==> src/rtl/mem_access_ctrl_pkg.sv <==
// Shared constants for the Y86 memory-stage access controller:
// data width, instruction codes, status codes and FSM state encoding.
package mem_access_ctrl_pkg;

  localparam int DATA_WID = 64;

  localparam logic [3:0] IC_HALT   = 4'h0;
  localparam logic [3:0] IC_NOP    = 4'h1;
  localparam logic [3:0] IC_RRMOVQ = 4'h2;
  localparam logic [3:0] IC_IRMOVQ = 4'h3;
  localparam logic [3:0] IC_RMMOVQ = 4'h4;
  localparam logic [3:0] IC_MRMOVQ = 4'h5;
  localparam logic [3:0] IC_OPQ    = 4'h6;
  localparam logic [3:0] IC_JXX    = 4'h7;
  localparam logic [3:0] IC_CALL   = 4'h8;
  localparam logic [3:0] IC_RET    = 4'h9;
  localparam logic [3:0] IC_PUSHQ  = 4'hA;
  localparam logic [3:0] IC_POPQ   = 4'hB;

  localparam logic [2:0] STAT_AOK = 3'd1;
  localparam logic [2:0] STAT_ADR = 3'd3;

  typedef enum logic [1:0] {
    ST_IDLE   = 2'd0,
    ST_ACCESS = 2'd1,
    ST_DONE   = 2'd2
  } state_e;

endpackage

==> src/rtl/mem_access_ctrl_if.sv <==
// Bundle of the operation handshake, data-memory bus and result handshake.
// The controller uses the slave view; the pipeline/memory model uses master.
interface mem_access_ctrl_if;

  logic                                     in_valid;
  logic                                     in_ready;
  logic [3:0]                               icode;
  logic [mem_access_ctrl_pkg::DATA_WID-1:0] valE;
  logic [mem_access_ctrl_pkg::DATA_WID-1:0] valA;
  logic [mem_access_ctrl_pkg::DATA_WID-1:0] valP;
  logic [mem_access_ctrl_pkg::DATA_WID-1:0] mem_addr;
  logic [mem_access_ctrl_pkg::DATA_WID-1:0] mem_wdata;
  logic                                     mem_write;
  logic                                     mem_read;
  logic                                     mem_ack;
  logic [mem_access_ctrl_pkg::DATA_WID-1:0] mem_rdata;
  logic                                     mem_error;
  logic                                     out_valid;
  logic                                     out_ready;
  logic [mem_access_ctrl_pkg::DATA_WID-1:0] valM;
  logic [2:0]                               stat;

  modport slave (
    input  in_valid, icode, valE, valA, valP,
    input  mem_ack, mem_rdata, mem_error, out_ready,
    output in_ready, mem_addr, mem_wdata, mem_write, mem_read,
    output out_valid, valM, stat
  );

  modport master (
    output in_valid, icode, valE, valA, valP,
    output mem_ack, mem_rdata, mem_error, out_ready,
    input  in_ready, mem_addr, mem_wdata, mem_write, mem_read,
    input  out_valid, valM, stat
  );

endinterface

==> src/rtl/mem_op_decode.sv <==
// Combinational decode of a Y86 memory-stage operation into a read or write
// request with its address and write data. Non-memory icodes yield no request.
module mem_op_decode
  import mem_access_ctrl_pkg::*;
(
  input  logic [3:0]          i_icode,
  input  logic [DATA_WID-1:0] i_valE,
  input  logic [DATA_WID-1:0] i_valA,
  input  logic [DATA_WID-1:0] i_valP,
  output logic                o_is_read,
  output logic                o_is_write,
  output logic [DATA_WID-1:0] o_addr,
  output logic [DATA_WID-1:0] o_wdata
);

  // Map icode to direction, address and write data
  always_comb begin
    o_is_read  = 1'b0;
    o_is_write = 1'b0;
    o_addr     = '0;
    o_wdata    = '0;
    unique case (i_icode)
      IC_RMMOVQ, IC_PUSHQ: begin
        o_is_write = 1'b1;
        o_addr     = i_valE;
        o_wdata    = i_valA;
      end
      IC_CALL: begin
        o_is_write = 1'b1;
        o_addr     = i_valE;
        o_wdata    = i_valP;
      end
      IC_MRMOVQ: begin
        o_is_read = 1'b1;
        o_addr    = i_valE;
      end
      IC_POPQ, IC_RET: begin
        o_is_read = 1'b1;
        o_addr    = i_valA;
      end
      default: begin
        o_is_read  = 1'b0;
        o_is_write = 1'b0;
      end
    endcase
  end

endmodule

==> src/rtl/mem_access_ctrl.sv <==
// Memory-stage access controller: accepts one Y86 operation at a time, issues
// a single read or write to data memory, waits for the acknowledge (bounded by
// TIMEOUT cycles) and presents valM/stat on a valid/ready result handshake.
// All outputs are registered so they are clean zeros while reset is held.
module mem_access_ctrl
  import mem_access_ctrl_pkg::*;
#(
  parameter int TIMEOUT = 15
)
(
  input  logic         CLK,
  input  logic         RST_N,
  mem_access_ctrl_if.slave bus
);

  // A zero TIMEOUT still needs a one-bit counter
  localparam int               CNT_W   = (TIMEOUT > 0) ? $clog2(TIMEOUT + 1) : 1;
  localparam logic [CNT_W-1:0] CNT_MAX = CNT_W'(TIMEOUT);

  state_e                r_state, w_state_nxt;
  logic [CNT_W-1:0]      r_cnt, w_cnt_nxt, w_cnt_inc;
  logic [DATA_WID-1:0]   r_addr, w_addr_nxt;
  logic [DATA_WID-1:0]   r_wdata, w_wdata_nxt;
  logic                  r_read, w_read_nxt;
  logic                  r_write, w_write_nxt;
  logic [DATA_WID-1:0]   r_valM, w_valM_nxt;
  logic [2:0]            r_stat, w_stat_nxt;
  logic                  r_in_ready, w_in_ready_nxt;
  logic                  r_out_valid, w_out_valid_nxt;

  logic                  w_is_read, w_is_write;
  logic [DATA_WID-1:0]   w_dec_addr, w_dec_wdata;
  logic                  w_accept;

  mem_op_decode u_decode (
    .i_icode    (bus.icode),
    .i_valE     (bus.valE),
    .i_valA     (bus.valA),
    .i_valP     (bus.valP),
    .o_is_read  (w_is_read),
    .o_is_write (w_is_write),
    .o_addr     (w_dec_addr),
    .o_wdata    (w_dec_wdata)
  );

  // in_ready is registered, so it is also the "accepting" qualifier
  assign w_accept = bus.in_valid & r_in_ready;

  // Saturating wait-counter increment; never wraps back to zero
  assign w_cnt_inc = (r_cnt == CNT_MAX) ? r_cnt : r_cnt + CNT_W'(1);

  // Next-state and next-output logic for the IDLE/ACCESS/DONE sequencer
  always_comb begin
    w_state_nxt = r_state;
    w_cnt_nxt   = r_cnt;
    w_addr_nxt  = r_addr;
    w_wdata_nxt = r_wdata;
    w_read_nxt  = r_read;
    w_write_nxt = r_write;
    w_valM_nxt  = r_valM;
    w_stat_nxt  = r_stat;
    unique case (r_state)
      ST_IDLE: begin
        if (w_accept) begin
          if (w_is_read | w_is_write) begin
            w_addr_nxt  = w_dec_addr;
            w_wdata_nxt = w_dec_wdata;
            w_read_nxt  = w_is_read;
            w_write_nxt = w_is_write;
            w_cnt_nxt   = '0;
            w_state_nxt = ST_ACCESS;
          end else begin
            w_valM_nxt  = '0;
            w_stat_nxt  = STAT_AOK;
            w_state_nxt = ST_DONE;
          end
        end
      end
      ST_ACCESS: begin
        w_cnt_nxt = w_cnt_inc;
        // Acknowledge is checked first so it wins over a coincident timeout
        if (bus.mem_ack) begin
          w_valM_nxt  = r_read ? bus.mem_rdata : '0;
          w_stat_nxt  = bus.mem_error ? STAT_ADR : STAT_AOK;
          w_read_nxt  = 1'b0;
          w_write_nxt = 1'b0;
          w_state_nxt = ST_DONE;
        end else if (w_cnt_inc == CNT_MAX) begin
          w_valM_nxt  = '0;
          w_stat_nxt  = STAT_ADR;
          w_read_nxt  = 1'b0;
          w_write_nxt = 1'b0;
          w_state_nxt = ST_DONE;
        end
      end
      ST_DONE: begin
        if (bus.out_ready) begin
          w_state_nxt = ST_IDLE;
        end
      end
      default: begin
        w_state_nxt = ST_IDLE;
      end
    endcase
    w_in_ready_nxt  = (w_state_nxt == ST_IDLE);
    w_out_valid_nxt = (w_state_nxt == ST_DONE);
  end

  // State and registered outputs; reset clears everything immediately
  always_ff @(posedge CLK or negedge RST_N) begin
    if (!RST_N) begin
      r_state     <= ST_IDLE;
      r_cnt       <= '0;
      r_addr      <= '0;
      r_wdata     <= '0;
      r_read      <= 1'b0;
      r_write     <= 1'b0;
      r_valM      <= '0;
      r_stat      <= '0;
      r_in_ready  <= 1'b0;
      r_out_valid <= 1'b0;
    end else begin
      r_state     <= w_state_nxt;
      r_cnt       <= w_cnt_nxt;
      r_addr      <= w_addr_nxt;
      r_wdata     <= w_wdata_nxt;
      r_read      <= w_read_nxt;
      r_write     <= w_write_nxt;
      r_valM      <= w_valM_nxt;
      r_stat      <= w_stat_nxt;
      r_in_ready  <= w_in_ready_nxt;
      r_out_valid <= w_out_valid_nxt;
    end
  end

  assign bus.in_ready  = r_in_ready;
  assign bus.mem_addr  = r_addr;
  assign bus.mem_wdata = r_wdata;
  assign bus.mem_read  = r_read;
  assign bus.mem_write = r_write;
  assign bus.out_valid = r_out_valid;
  assign bus.valM      = r_valM;
  assign bus.stat      = r_stat;

endmodule

==> src/flat_wrapper.sv <==
// flat-port wrapper written by rule: the top's interface ports become plain ports
module mem_access_ctrl_flat import mem_access_ctrl_pkg::*;
#(
  parameter int TIMEOUT = 15
)
  (CLK, RST_N, bus_in_valid, bus_icode, bus_valE, bus_valA, bus_valP, bus_mem_ack, bus_mem_rdata, bus_mem_error, bus_out_ready, bus_in_ready, bus_mem_addr, bus_mem_wdata, bus_mem_write, bus_mem_read, bus_out_valid, bus_valM, bus_stat);
  mem_access_ctrl_if bus_i ();
  input  logic CLK;
  input  logic RST_N;
  input wire logic [$bits(bus_i.in_valid)-1:0] bus_in_valid;
  input wire logic [$bits(bus_i.icode)-1:0] bus_icode;
  input wire logic [$bits(bus_i.valE)-1:0] bus_valE;
  input wire logic [$bits(bus_i.valA)-1:0] bus_valA;
  input wire logic [$bits(bus_i.valP)-1:0] bus_valP;
  input wire logic [$bits(bus_i.mem_ack)-1:0] bus_mem_ack;
  input wire logic [$bits(bus_i.mem_rdata)-1:0] bus_mem_rdata;
  input wire logic [$bits(bus_i.mem_error)-1:0] bus_mem_error;
  input wire logic [$bits(bus_i.out_ready)-1:0] bus_out_ready;
  output wire logic [$bits(bus_i.in_ready)-1:0] bus_in_ready;
  output wire logic [$bits(bus_i.mem_addr)-1:0] bus_mem_addr;
  output wire logic [$bits(bus_i.mem_wdata)-1:0] bus_mem_wdata;
  output wire logic [$bits(bus_i.mem_write)-1:0] bus_mem_write;
  output wire logic [$bits(bus_i.mem_read)-1:0] bus_mem_read;
  output wire logic [$bits(bus_i.out_valid)-1:0] bus_out_valid;
  output wire logic [$bits(bus_i.valM)-1:0] bus_valM;
  output wire logic [$bits(bus_i.stat)-1:0] bus_stat;
  assign bus_i.in_valid = bus_in_valid;
  assign bus_i.icode = bus_icode;
  assign bus_i.valE = bus_valE;
  assign bus_i.valA = bus_valA;
  assign bus_i.valP = bus_valP;
  assign bus_i.mem_ack = bus_mem_ack;
  assign bus_i.mem_rdata = bus_mem_rdata;
  assign bus_i.mem_error = bus_mem_error;
  assign bus_i.out_ready = bus_out_ready;
  assign bus_in_ready = bus_i.in_ready;
  assign bus_mem_addr = bus_i.mem_addr;
  assign bus_mem_wdata = bus_i.mem_wdata;
  assign bus_mem_write = bus_i.mem_write;
  assign bus_mem_read = bus_i.mem_read;
  assign bus_out_valid = bus_i.out_valid;
  assign bus_valM = bus_i.valM;
  assign bus_stat = bus_i.stat;
  mem_access_ctrl #(.TIMEOUT(TIMEOUT)) u_core (.CLK(CLK), .RST_N(RST_N), .bus(bus_i));
endmodule
==> config.mk <==
export PLATFORM = sky130hd
export DESIGN_NAME = mem_access_ctrl_flat
export DESIGN_NICKNAME = d
export VERILOG_FILES = /design/src/rtl/mem_access_ctrl_pkg.sv /design/src/rtl/mem_access_ctrl_if.sv /design/src/rtl/mem_op_decode.sv /design/src/rtl/mem_access_ctrl.sv /design/src/flat_wrapper.sv
export SDC_FILE = /design/constraint.sdc
export NUM_CORES = 1
export LEC_CHECK = 0
export CORE_AREA = 2 2 180 182
export DETAILED_ROUTE_END_ITERATION = 10
export DIE_AREA = 0 0 182 184
export GPL_TIMING_DRIVEN = 1
export PLACE_DENSITY = 0.56
export SETUP_SLACK_MARGIN = 0.15
export SLEW_MARGIN = 20
export SYNTH_ARGS = -nofsm -noshare
export SYNTH_HDL_FRONTEND = slang
export SYNTH_SLANG_ARGS = --single-unit
==> constraint.sdc <==
create_clock -name CLK -period 3.02 [get_ports CLK]
set_input_delay 0.755 -clock CLK [delete_from_list [all_inputs] [get_ports CLK]]
set_output_delay 0.755 -clock CLK [all_outputs]
set_load 0.01 [all_outputs]
==> impl_metrics.toml, run 1 <==
[flow_run]
maxCapViolCount = 0

[sta]
hold_slack_ns = 0.141
period_share_pct = 78.0
tightest_slew_ns = 0.551
rsz0062_at_grt = "false"
clock-skew-final_ns = 0.00525
fmax_mhz = 425
slew_violations = 0
setup_tns_ns = 0
finalHoldViolCount = 0
slew_headroom_pct = 63.1
setup_viol = 0
fin_crit_ns = 2.36

[drt]
wl_per_cell_um = 20.9
vias = 8138
viasPerCell = 4.94
drtIter0Drc = 379
wl_um = 34400
first_pass_iters = 4
drc = 0
ant_nets = 0

[power_and_ir_drop]
p_leak_uw = 0.00601
peakVddDrop_v = 0.000398
p_per_area_nw_per_um2 = 906

[synthesis]
synth_ff_type = "dfrtp_1"
synth_top_family_by_area = "compound AO/OA/AOI/OAI gates"
synth_simple_gate_area_share_pct = 10.9
synth.distinct_cells = 42
synth_largest_area_cell = "dfrtp_1"
ys_seq_elements = 204
yosys_warnings = 0
synth_fa_ha_area_share_pct = 0.147
synthXorXnorAreaFrac_pct = 0
synth_area_sq_um = 8490
postSynth.asyncResetShare_pct = 100
yosysSeqAreaShare_pct = 60.1
yosysTopAreaCellShare_pct = 60.1
synthTopCellsByArea = "dfrtp_1, a22o_1, a221oi_1"
syn_nets = 1054
synthMuxAreaShare_pct = 0.133
synthCells = 787
synth_compound_area_share_pct = 24.6
avgSynthCellArea_sq_um = 10.8
synth_edf_count = 0

[worst_setup_path]
criticalPathCategory = "flop to flop"
start_kind = "flop"
cp_top_family = "compound AO/OA/AOI/OAI gates"
crit_path_top_delay_cell = "or4bb_1"
cp_num_buf_inv = 1
r2r_start = "u_core.r_cnt[0]"
cp-end-kind = "flop"
crit_fanout = 47
r2r-end = "u_core.bus.valM[12]"
arrival_ns = 2.76
crit_path_max_incr_delay_ns = 0.53
r2r_setup_slack_ns = 0.66
path_cells = "ha_1 > or4bb_1 > a41oi_2 > o21bai_4 > buf_12 > a22o_1"
ff2ff_path_depth = 6
worstPathRequired_ns = 3.42

[floorplan]
die_y_um = 184
core_sq_um = 31400
die_w_um = 182
rows = 65
dieArea_sq_um = 33500
start_util_pct = 27.0
io_pins = 465

[clock_tree]
cts.path.max_buffers = 3
cts_hold_buf = 0
cts_root_buf = "clkbuf_16"
cts-resized-gates = 0
clock_latency_ns = 0.52
numCtsBuffers = 24
cts_tree = "done"
clock-sinks = 204
clk_pin_slew_ns = 0.06
ctsHtreeMaxLevel = 1
post_cts.repair.setup_buffers = 0

[final_layout]
instances_no_fill = 1648
fillers = 2967
final_common_cell = "clkdlybuf4s50_1"
fin_area_sq_um = 14500
fin_nets = 1494
areaGrowthSynthToFinish_pct = 70.9
final_cell_mix = "clkdlybuf4s50_1, dfrtp_1, nor2_1"
drive_gt1_share_pct = 5.70

[placement]
place_area_sq_um = 13700
gp_congestion = 0.816
port-buffer-count = 463
dp.final_hpwl_um = 24400
dp_cells = 1603

[global_routing]
grt_pass1_wl_um = 51800
grt_max_degree = 65
antenna_found_initial = 1
grt_pass1_vias = 8426
grt_usage_pct = 20.0
grt_overflow_total = 0

[outcome]
status = "completed"

[worst_hold_path]
hp-class = "input pin to async pin"
cell families after synthesis:
family	Yosys count
AO/OA/AOI/OAI	279
adder cells (fa/ha/maj)	1
buffers and inverters	75
flip-flops	204
multiplexers	1
other	1
AND/OR/NAND/NOR	226
per-stage QoR:
step | power [uW] | setup WS [ns] | utilization, %
floorplan | 6690 | 0.842 | -
global placement | 10300 | 0.214 | 43.7
detailed placement | 10300 | 0.150 | 43.7
CTS | 13300 | 0.656 | 46.2
global route | 14000 | 0.531 | 46.2
finish | 13100 | 0.665 | 46.2
cells in the mapped netlist (all sizes together), types with 2 or more instances:
cell,count
a21oi,6
a221oi,64
a22o,65
a22oi,64
buf,19
clkbuf,52
dfrtp,204
inv,4
nand2,69
nand2b,3
nand3,4
nand4,2
nor2,133
nor2b,2
nor3,5
o21ai,69
or4bb,2
where the power goes:
part	switching [uW]	total (uW)	internal, uW	leakage [uW]
logic	2370	5500	3130	0.00304
registers	725	4700	3970	0.00259
clock network	1190	2950	1760	0.000382
total	4280	13100	8870	0.00601
sequential cells by signal, indices dropped and copies added (netlist names):
register	flops
u_core.bus.mem_addr	64
u_core.bus.mem_wdata	64
u_core.bus.valM	64
u_core.r_cnt	4
u_core.bus.stat	2
u_core.r_state	2
u_core.bus.in_ready	1
u_core.bus.mem_read	1
u_core.bus.mem_write	1
u_core.bus.out_valid	1
layout make-up:
cell class / count / area (sq um) / area share, %
Clock inverter: 9 / 103 / 0.707
Clock buffer: 35 / 693 / 4.78
Sequential cell: 204 / 5100 / 35.2
Timing Repair Buffer: 485 / 4970 / 34.2
Tap cell: 402 / 503 / 3.47
Antenna cell: 1 / 2.50 / 0.0172
Inverter: 4 / 15.0 / 0.103
Multi-Input combinational cell: 508 / 3120 / 21.5
per-layer routing:
layer / vias up / share of wire, % / track usage (%)
li1: 3798 / - / -
met1: 3901 / 39 / 24.0
met2: 377 / 48 / 33.6
met3: 62 / 9.3 / 6.68
met4: 0 / 3.1 / 6.84
met5: - / 0 / 0
how the worst max path moves through the flow:
stage	startpoint	end	slack [ns]	cells after the start
6_report	u_core.r_cnt[0]	u_core.bus.valM[12]	0.66	6
4_1_cts	u_core.r_cnt[0]	u_core.bus.valM[13]	0.66	6
5_1_grt	u_core.r_cnt[0]	u_core.bus.valM[4]	0.53	6
3_3_place_gp	bus_icode[2]	u_core.bus.mem_wdata[24]	0.21	6
3_5_place_dp	bus_icode[2]	u_core.bus.mem_wdata[24]	0.15	6
2_1_floorplan	bus_icode[3]	u_core.bus.mem_wdata[54]	0.84	7
Power figures use the tool's default switching activity.
==> run 2: changes to the inputs <==
==> constraint.sdc (replaced) <==
create_clock -name CLK -period 2.3 [get_ports CLK]
set_input_delay 0.575 -clock CLK [delete_from_list [all_inputs] [get_ports CLK]]
set_output_delay 0.575 -clock CLK [all_outputs]
set_load 0.01 [all_outputs]
==> run 2 against run 1 <==
Against the previous run: combinational power up 37%; clock-buffer cell count down 2; core utilization up 1.6 points; first-iteration DRC count fell by 10%; maximum frequency up 6.6%; critical endpoint is now u_core.bus.valM[21]; critical path depth grew 2; register-to-register slack lost 0.57 ns; global-route usage up 1.1 points.
==> impl_metrics.toml, run 2 (synthesized netlist as in run 1, its figures left out) <==
[worst_setup_path]
crit_top_cell = "buf_6"
r2r_start = "u_core.r_cnt[1]"
r2r_setup_slack_ns = 0.09
crit_fanout = 13
path_cells = "ha_4 > buf_6 > or4bb_4 > a41oi_4 > o21bai_4 > buf_6 > buf_12 > a22o_1"
start_kind = "flop"
crit_path_top_delay_cell = "or4bb_4"
r2r-end = "u_core.bus.valM[21]"
worstPathRequired_ns = 2.68
arrival_ns = 2.59
criticalPathCategory = "flop to flop"
crit_path_max_incr_delay_ns = 0.55
ff2ff_path_depth = 8
cp-end-kind = "flop"

[global_routing]
grt_max_degree = 94
grt_usage_pct = 21.0
grt_pass1_vias = 8904
antenna_found_initial = 1
grt_pass1_wl_um = 54200
grt_overflow_total = 0

[final_layout]
antenna_cells = 0
seq_area_sq_um = 5100
areaGrowthSynthToFinish_pct = 76.9
multi_input_area_sq_um = 3160
drive_gt1_share_pct = 9.11
fin_nets = 1534
post-route-util_pct = 47.8
final_common_cell = "clkdlybuf4s50_1"
instances_no_fill = 1686
final_cell_mix = "clkdlybuf4s50_1, dfrtp_1, nor2_1"
fillers = 2906

[floorplan]
dieArea_sq_um = 33500
die_y_um = 184
die_w_um = 182
rows = 65
core_sq_um = 31400
io_pins = 465
start_util_pct = 27.0

[drt]
vias = 8343
drtIter0Drc = 341
drc = 0
wl_um = 36100
ant_nets = 0
first_pass_iters = 5
wl_per_cell_um = 21.4
viasPerCell = 4.95

[power_and_ir_drop]
p_leak_uw = 0.00630
p_per_area_nw_per_um2 = 1170
peakVddDrop_v = 0.000587
finalPower_uw = 17600

[clock_tree]
clock_latency_ns = 0.51
cts.path.max_buffers = 3
clock-sinks = 204
numCtsBuffers = 24
cts_tree = "done"
clk_pin_slew_ns = 0.06
cts_root_buf = "clkbuf_16"
ctsHtreeMaxLevel = 1

[placement]
gp_congestion = 0.814
port-buffer-count = 463
dp_cells = 1635
dp.final_hpwl_um = 25900

[sta]
fin_crit_ns = 2.21
fmax_mhz = 453
rsz0062_at_grt = "true"
slew_headroom_pct = 65.5
clock-skew-final_ns = 0.0134
tightest_slew_ns = 0.517
slew_violations = 0
period_share_pct = 96.1
finalHoldViolCount = 0
setup_viol = 0
hold_slack_ns = 0.0506

[flow_run]
maxCapViolCount = 0

[worst_hold_path]
hp-class = "input pin to async pin"

[outcome]
status = "completed"
run 2: changes by cell type in the layout (fill, tap and decap cells not counted), moves of 2 or more:
| cell | delta |
|---|---|
| buf_12 | +8 |
| clkbuf_1 | -4 |
| clkbuf_8 | +2 |
| clkinv_2 | +3 |
| buf_6 | +5 |
| buf_4 | +24 |
| clkdlybuf4s50_1 | -2 |
| or4bb_4 | +2 |
| or4bb_1 | -2 |
| buf_16 | +2 |
| clkinvlp_4 | -2 |
run 2: power breakdown:
| part | internal, uW | switching, uW | leakage (uW) | total (uW) |
|---|---|---|---|---|
| Clock | 2250 | 1550 | 0.000393 | 3800 |
| Sequential | 5220 | 986 | 0.00259 | 6210 |
| Combinational | 4330 | 3230 | 0.00332 | 7550 |
run 2: per-layer routing:
| metal | share of wire, % | wire [um] | global-route usage (%) |
|---|---|---|---|
| met5 | 0.022 | 8 | 0 |
| met2 | 51 | 18300 | 37.8 |
| met4 | 2.4 | 855 | 5.81 |
| met1 | 38 | 13800 | 24.1 |
| met3 | 8.9 | 3210 | 6.56 |
run 2: repair_timing:
| item | in CTS | in global routing |
|---|---|---|
| hold buffers | 0 | 0 |
| cloned | 3 | 0 |
| buffers inserted | 5 | 0 |
| resized for setup | 13 | 1 |
| pin swaps | 5 | 0 |
| endpoints found under the setup margin | 66 | 65 |
| hold endpoints to repair | 0 | 0 |
run 2: critical path: cells and delay by family (launching register included):
family	cells	cell delay [ns]
fa+ha+maj	1	0.17
compound gates	3	0.59
flops	1	0.39
simple gates	1	0.55
buf+inv	3	0.37
run 2: worst max-delay path by stage:
stage / start / to / cells past startpoint
2_1_floorplan: u_core.r_cnt[0] / u_core.bus.valM[13] / 7
3_3_place_gp: bus_icode[2] / u_core.bus.mem_addr[15] / 8
3_5_place_dp: bus_icode[2] / u_core.bus.mem_wdata[40] / 8
4_1_cts: u_core.r_cnt[1] / u_core.bus.valM[21] / 8
5_1_grt: u_core.r_cnt[0] / u_core.bus.valM[50] / 8
6_report: u_core.r_cnt[1] / u_core.bus.valM[21] / 8
run 2: per-stage QoR:
step | setup TNS [ns] | worst slack (ns) | cell area, sq um
2_1_floorplan | 0 | 0.197 | 8490
3_3_place_gp | -17.58 | -0.160 | 14100
3_5_place_dp | -20.82 | -0.203 | 14100
4_1_cts | 0 | 0.135 | 15000
5_1_grt | 0 | 0.0312 | 15000
6_report | 0 | 0.0907 | 15000
run 2: cell type report:
cell class	count	area share (%)
Clock buffer	33	4.70
Tap cell	402	3.35
Timing Repair Buffer	525	36.3
Multi-Input combinational cell	508	21.0
Clock inverter	10	0.542
Inverter	4	0.100
Sequential cell	204	34.0
